[config.mk]
export PLATFORM = sky130hd
export DESIGN_NAME = bin_to_bcd_seq_flat
export DESIGN_NICKNAME = d
export VERILOG_FILES = /design/src/rtl/bin_to_bcd_seq_if.sv /design/src/rtl/bin_to_bcd_seq.sv /design/src/flat_wrapper.sv
export SDC_FILE = /design/constraint.sdc
export NUM_CORES = 1
export LEC_CHECK = 0
export BUFFER_PORTS_ARGS = -buffer_cell sky130_fd_sc_hd__buf_2
export CAP_MARGIN = 20
export CORE_MARGIN = 2
export CORE_UTILIZATION = 46
export CTS_BUF_LIST = sky130_fd_sc_hd__clkbuf_2 sky130_fd_sc_hd__clkbuf_4 sky130_fd_sc_hd__clkbuf_8
export DETAILED_ROUTE_END_ITERATION = 8
export GPL_TIMING_DRIVEN = 1
export PLACE_DENSITY = 0.66
export SYNTH_ARGS = -nofsm -noshare
export SYNTH_HDL_FRONTEND = slang
export SYNTH_SLANG_ARGS = --single-unit
[constraint.sdc]
create_clock -name Clk -period 2.75 [get_ports Clk]
set_input_delay 0.4125 -clock Clk [delete_from_list [all_inputs] [get_ports Clk]]
set_output_delay 0.4125 -clock Clk [all_outputs]
set_load 0.02 [all_outputs]
[src/rtl/bin_to_bcd_seq_if.sv]
// Start/busy/done handshake and result bus of the sequential binary-to-BCD converter.
interface bin_to_bcd_seq_if #(
  parameter int BIN_W  = 32,
  parameter int DIGITS = 10
);
  localparam int NW = $clog2(DIGITS + 1);

  logic                  start;
  logic [BIN_W-1:0]      bin_in;
  logic                  busy;
  logic                  done;
  logic [4*DIGITS-1:0]   bcd_out;
  logic                  ovf;
  logic [NW-1:0]         ndigits;

  modport master (
    output start, bin_in,
    input  busy, done, bcd_out, ovf, ndigits
  );

  modport slave (
    input  start, bin_in,
    output busy, done, bcd_out, ovf, ndigits
  );
endinterface

[src/rtl/bin_to_bcd_seq.sv]
// Sequential double-dabble binary-to-BCD converter, one operand bit per clock,
// with sticky overflow and a significant-digit count.
module bin_to_bcd_seq #(
  parameter int BIN_W  = 32,
  parameter int DIGITS = 10
) (
  input  logic               Clk,
  input  logic               Reset_n,
  bin_to_bcd_seq_if.slave    bus
);
  localparam int CW = $clog2(BIN_W + 1);
  localparam int NW = $clog2(DIGITS + 1);
  localparam int BW = 4 * DIGITS;

  typedef enum logic [1:0] {IDLE, SHIFT, FINISH} state_t;

  state_t          state_q, state_d;
  logic [BIN_W-1:0] bin_q, bin_d;
  logic [BW-1:0]   work_q, work_d;
  logic            sticky_q, sticky_d;
  logic [CW-1:0]   cnt_q, cnt_d;
  logic            busy_q, busy_d;
  logic            done_q, done_d;
  logic [BW-1:0]   bcd_q, bcd_d;
  logic            ovf_q, ovf_d;
  logic [NW-1:0]   nd_q, nd_d;

  logic [BW-1:0]   adj;
  logic            shout;
  logic [NW-1:0]   nd_f;

  always_comb begin
    state_d  = state_q;
    bin_d    = bin_q;
    work_d   = work_q;
    sticky_d = sticky_q;
    cnt_d    = cnt_q;
    busy_d   = busy_q;
    done_d   = 1'b0;
    bcd_d    = bcd_q;
    ovf_d    = ovf_q;
    nd_d     = nd_q;
    adj      = work_q;
    shout    = 1'b0;
    nd_f     = NW'(1);

    unique case (state_q)
      IDLE: begin
        if (bus.start) begin
          bin_d    = bus.bin_in;
          work_d   = '0;
          sticky_d = 1'b0;
          cnt_d    = CW'(BIN_W);
          busy_d   = 1'b1;
          state_d  = SHIFT;
        end
      end

      SHIFT: begin
        for (int unsigned i = 0; i < DIGITS; i++) begin
          if (work_q[4*i +: 4] >= 4'd5) adj[4*i +: 4] = work_q[4*i +: 4] + 4'd3;
        end
        {shout, work_d} = {adj, bin_q[BIN_W-1]};
        bin_d    = {bin_q[BIN_W-2:0], 1'b0};
        sticky_d = sticky_q | shout;
        cnt_d    = cnt_q - CW'(1);
        for (int unsigned i = 0; i < DIGITS; i++) begin
          if (work_d[4*i +: 4] != 4'd0) nd_f = NW'(i + 1);
        end
        // Result registers load on the edge into FINISH so they are already
        // valid during the done cycle.
        if (cnt_q == CW'(1)) begin
          state_d = FINISH;
          busy_d  = 1'b0;
          done_d  = 1'b1;
          bcd_d   = work_d;
          ovf_d   = sticky_d;
          nd_d    = nd_f;
        end
      end

      FINISH: state_d = IDLE;

      default: state_d = IDLE;
    endcase
  end

  always_ff @(posedge Clk or negedge Reset_n) begin
    if (!Reset_n) begin
      state_q  <= IDLE;
      bin_q    <= '0;
      work_q   <= '0;
      sticky_q <= 1'b0;
      cnt_q    <= '0;
      busy_q   <= 1'b0;
      done_q   <= 1'b0;
      bcd_q    <= '0;
      ovf_q    <= 1'b0;
      nd_q     <= '0;
    end else begin
      state_q  <= state_d;
      bin_q    <= bin_d;
      work_q   <= work_d;
      sticky_q <= sticky_d;
      cnt_q    <= cnt_d;
      busy_q   <= busy_d;
      done_q   <= done_d;
      bcd_q    <= bcd_d;
      ovf_q    <= ovf_d;
      nd_q     <= nd_d;
    end
  end

  assign bus.busy    = busy_q;
  assign bus.done    = done_q;
  assign bus.bcd_out = bcd_q;
  assign bus.ovf     = ovf_q;
  assign bus.ndigits = nd_q;
endmodule

[src/flat_wrapper.sv]
// flat-port wrapper written by rule: the top's interface ports become plain ports
module bin_to_bcd_seq_flat 
#(
  parameter int BIN_W  = 32,
  parameter int DIGITS = 10
)
  (Clk, Reset_n, bus_start, bus_bin_in, bus_busy, bus_done, bus_bcd_out, bus_ovf, bus_ndigits);
  bin_to_bcd_seq_if #(.BIN_W(BIN_W), .DIGITS(DIGITS)) bus_i ();
  input  logic Clk;
  input  logic Reset_n;
  input wire logic [$bits(bus_i.start)-1:0] bus_start;
  input wire logic [$bits(bus_i.bin_in)-1:0] bus_bin_in;
  output wire logic [$bits(bus_i.busy)-1:0] bus_busy;
  output wire logic [$bits(bus_i.done)-1:0] bus_done;
  output wire logic [$bits(bus_i.bcd_out)-1:0] bus_bcd_out;
  output wire logic [$bits(bus_i.ovf)-1:0] bus_ovf;
  output wire logic [$bits(bus_i.ndigits)-1:0] bus_ndigits;
  assign bus_i.start = bus_start;
  assign bus_i.bin_in = bus_bin_in;
  assign bus_busy = bus_i.busy;
  assign bus_done = bus_i.done;
  assign bus_bcd_out = bus_i.bcd_out;
  assign bus_ovf = bus_i.ovf;
  assign bus_ndigits = bus_i.ndigits;
  bin_to_bcd_seq #(.BIN_W(BIN_W), .DIGITS(DIGITS)) u_core (.Clk(Clk), .Reset_n(Reset_n), .bus(bus_i));
endmodule
Word-level counts from Yosys, hierarchy flattened
Cells that the tools add are included.
{ "totals": {"regBits": 128, "latch_bits": 0, "mem_bits_rw": 0, "mem_bits_ro": 0, "input_bits": 35, "out_inout_bits": 47, "elab_cells": 96, "mem_count": 0} }
{ "classes": {"n_addsub": 11, "multipliers": 0, "div": 0, "magnitude_cmp": 10, "eq_ne": 4, "shifts": 0, "muxes": 45, "bitwise": 1, "reduce_logical": 15} }
{ "op_table": {"columns": ["cell", "count"], "rows": [
  ["$mux 4", 23],
  ["$pmux 40 s2", 1],
  ["$pmux 32 s2", 1],
  ["$add 4x2->4 const B", 10],
  ["$ge 4x3->1 const B", 10],
  ["$mux 40", 1],
  ["$reduce_bool 4->1", 9],
  ["$mux 32", 1],
  ["$mux 3", 4],
  ["$pmux 6 s2", 1],
  ["$mux 2", 4],
  ["$eq 6x1->1 const B", 1],
  ["$mux 6", 1],
  ["$reduce_and 2->1", 3],
  ["$sub 6x1->6 const B", 1],
  ["$mux 1", 5],
  ["$pmux 1 s2", 2],
  ["$pmux 2 s2", 1],
  ["$reduce_and 3->1", 1],
  ["$eq 2x1->1 const B", 1],
  ["$logic_not 2->1", 1],
  ["$ne 2x1->1 const B", 1],
  ["$ne 2x2->1 const B", 1],
  ["$reduce_bool 2->1", 1],
  ["$or 1x1->1", 1]
]} }

Logic depth before layout (Yosys ltp)
{ "logic_depth": {"depth_word": 13, "ltp_mapped": 9, "ltp_nobuf": 9} }

Least setup slack after synthesis
No wires, ideal clock.
{ "synth_timing": {"path_type": "reg-to-reg", "startpoint": "reg u_core.work_q[20]", "endpoint": "reg u_core.nd_q[2], in the netlist u_core.bus.ndigits[2]", "setup_time_ns": 0.122, "arrival_time_ns": 2.071, "required_ns": 2.628, "path_slack_ns": 0.558, "path_stages_with_launch": 9, "path_buffers": 0, "synth_period_minus_slack_ns": 2.192, "cell_sequence": "dfrtp_1 -> inv_1 -> ha_1 -> a21boi_0 -> o31ai_2 -> o2111ai_1 -> nand4bb_1 -> or4b_1 -> a32o_1"} }
{ "synth_between": {"elab_chain_cells": 9, "elab_cells_between_ends": 11, "cone_classes": "add/sub (1); order compare (1); mux (7); reduce/logical (2)"} }
{ "synth_rtl": {"columns": ["element", "line", "rtl"], "rows": [
  ["start, declared", "bin_to_bcd_seq.sv:19", "logic [BW-1:0] work_q, work_d;"],
  ["start signal, assigned", "bin_to_bcd_seq.sv:103", "work_q <= work_d;"],
  ["$add 4x2->4 or $ge 4x3->1 (tied branches)", "bin_to_bcd_seq.sv:61", "if (work_q[4*i +: 4] >= 4'd5) adj[4*i +: 4] = work_q[4*i +: 4] + 4'd3;"],
  ["$mux 4 *", "bin_to_bcd_seq.sv:61", null],
  ["$mux 4 *", "bin_to_bcd_seq.sv:47", "unique case (state_q)"],
  ["$reduce_bool 4->1", "bin_to_bcd_seq.sv:68", "if (work_d[4*i +: 4] != 4'd0) nd_f = NW'(i + 1);"],
  ["$mux 3", "bin_to_bcd_seq.sv:68", null],
  ["$mux 3 *", "bin_to_bcd_seq.sv:68", null],
  ["$mux 4 * (3 in a row)", "bin_to_bcd_seq.sv:68", null],
  ["end signal, assigned", "bin_to_bcd_seq.sv:110", "nd_q <= nd_d;"],
  ["end, declared", "bin_to_bcd_seq.sv:26", "logic [NW-1:0] nd_q, nd_d;"]
]} }
Every way passes the cells marked *; elsewhere a longest branch is shown, timed or not. The select of a mux whose other input is x is not followed.
A chain may end at the register's enable or synchronous reset.

Worst setup path in the final report
Same ends and word-level chain as after synthesis.

==> out/qor.yml <==
outcome: "complete, no violations"
syn_area_um2: 6302
cap_violations: 0
drt-wirelength-per-cell_um: 15.77
finalCriticalPeriod_ns: 2.504
post-place-ws_ns: 0.2919
mostFrequentLayoutCell: "dfrtp_1"
final.setup.worst_slack_ns: 0.2456
grt.total_usage_pct: 21.47
cts_tree: "yes"
crit_type: "reg -> reg"
power_mw: 8.940
end_kind: "register"
insertion_delay_ns: 0.44
maxSlewViolCount: 0
ir_worst_vdd_mv: 0.5112
clkTransAtPathRegs_ns: 0.07
ys_ff_latch: 128
avgSynthCellArea_um2: 9.506
synth_edf_count: 0
maxUsedRoutingLayer: "met4"
nets: 799
yosys.area.top_type: "dfrtp_1"
wl_mm: 14.68
ys_types: 61
grt_pass1_vias: 5271
ys.flop_type: "dfrtp_1"
die_w_um: 121.1
hpwl_mm: 9.939
antennaDiodeCount: 0
syn_to_final_growth_pct: 16.24
grt_pass1_wl_mm: 24.96
setup_tns_ns: 0
drive_gt1_share_pct: 20.13
slew_headroom_pct: 59.24
finalSetupViolations: 0
drtAntennaViolNets: 0
hold_class: "in -> reg"
startpoint_type: "register"
io_pins: 82
yosysSeqAreaShare_pct: 50.82
start_util_pct: 47.40
drc: 0
worst_slew_pin_slew_ns: 0.6113
numClockSinks: 128
coreArea_um2: 13300
fillers: 1182
drtPass1Iterations: 5
rows: 42
synthTopCellsByArea: "dfrtp_1 51%, o21ai_0 7.0%, nand2_1 5.5%, ha_1 4.4%, a22oi_1 3.8%"
wl_met1_mm: 6.607
async_reset_ff_share_pct: 100.0
num_vias: 5184
drtIter0Drc: 339
dr_wl_met3_um: 860
synth_top_area_share_pct: 50.82
via_per_inst: 5.568
syn_inst: 663
syn-num-nets: 720
numPortBuffers: 81
place.gp.congestion: 0.8682
cp_data_arrival_time_ns: 2.84
cellLeakagePower_nw: 3.351
grt_overflow_total: 0
skew_ns: 0.007314
ys_warn_count: 0
period_share_pct: 91.07
hold_slack_ns: 0.1953
cts.repair.resized: 0
final_cell_mix: "128 x dfrtp_1, 93 x nand2_1, 88 x o21ai_0"
die_height_um: 121.1
critPathRequiredTime_ns: 3.08
max_freq_ghz: 0.3993
cts_inserted_buffers: 17
die_area_um2: 14650
rsz0062_at_grt: "no"
clk_path_buf_depth: 2
grt_max_degree: 52
dr_wl_met2_mm: 6.900
htreeDepth: 4
worstPathMaxFanout: 6
power.density_nw_per_um2: 1220
hold_viol: 0
cts_root_buf: "clkbuf_8"
antenna_found_initial: 0
state kept, by name, indices dropped and copies added (netlist names):
signal,flops
u_core.bus.ovf,1
u_core.bus.done,1
u_core.bus.ndigits,4
u_core.bus.busy,1
u_core.bus.bcd_out,40
u_core.work_q,40
u_core.state_q,2
u_core.cnt_q,6
u_core.sticky_q,1
u_core.bin_q,32
cell usage after synthesis (all sizes together), types with 3 or more instances:
master	instances
a211oi	5
a21oi	48
a22oi	32
a31oi	6
buf	3
clkbuf	35
dfrtp	128
ha	22
inv	26
mux2	9
mux2i	3
nand2	93
nand2b	14
nand3	5
nand3b	4
nor2	28
nor2b	18
nor3	11
nor3b	12
nor4	3
o21ai	93
o22ai	15
or3b	5
xnor2	11
final timing paths:
check | from | end | slack (ns) | depth (start not counted)
worst max-delay path | u_core.work_q[20] | u_core.bus.ndigits[2] | 0.25 | 8
worst min-delay path | bus_bin_in[0] | u_core.bin_q[0] | 0.20 | 2
worst max register to register | u_core.work_q[20] | u_core.bus.ndigits[2] | 0.25 | 8
worst min register to register | u_core.bus.bcd_out[26] | u_core.bus.bcd_out[26] | 0.48 | 2
max in group asynchronous | Reset_n | u_core.bin_q[26] | 1.57 | 3
min in group asynchronous | Reset_n | u_core.bus.bcd_out[22] | 0.48 | 2
cell type report:
| class | count | area [µm²] | area share, % |
|---|---|---|---|
| clock buffer | 26 | 320.3 | 4.372 |
| clock inverter | 6 | 80.08 | 1.093 |
| inverter | 26 | 97.59 | 1.332 |
| multi-input combinational | 471 | 2854 | 38.96 |
| sequential | 128 | 3203 | 43.72 |
| tap | 176 | 220.2 | 3.006 |
| timing repair buffer | 98 | 550.5 | 7.515 |
through the flow:
step	util, %	area (µm²)	cells
2_1_floorplan	-	6302	663
3_3_place_gp	52.01	6915	898
3_5_place_dp	52.01	6915	898
4_1_cts	55.10	7326	931
5_1_grt	55.10	7326	931
6_report	55.10	7326	931
routing by layer:
metal	track usage [%]	vias to the layer above
met5	0	-
met4	8.140	0
met3	6.861	28
met2	34.13	145
met1	27.39	2492
li1	-	2519
where the power goes:
group	total [mW]	switching [mW]	internal, mW	leakage (nW)
clock	1.64	0.703	0.932	0.215
combinational	4.03	2.42	1.60	1.50
sequential	3.28	0.610	2.67	1.64
total	8.94	3.74	5.20	3.35
worst max-delay path, stage by stage (launching register included):
cell	delay, ns
dfrtp_1	0.46
inv_1	0.10
ha_1	0.33
a21boi_0	0.12
o31ai_2	0.20
o2111ai_1	0.20
nand4bb_1	0.26
or4b_1	0.50
a32o_1	0.23
timing repair:
item / CTS / global route
hold endpoints to repair: 35 / 0
setup buffers: 0 / 0
hold buffers: 1 / 0
cell families (layout without fill, tap and decap cells):
group,count (synthesis),after routing,synth area share [%]
AOI/OAI and AO/OA,219,219,20.67
DFF,128,128,50.82
buffers and inverters,64,156,3.951
and+or+nand+nor,207,207,16.46
xor gates and xnor gates,11,11,1.648
adders and majority gates,22,22,4.368
muxes,12,12,2.085
Note: power is estimated with default switching activity, not from simulation.
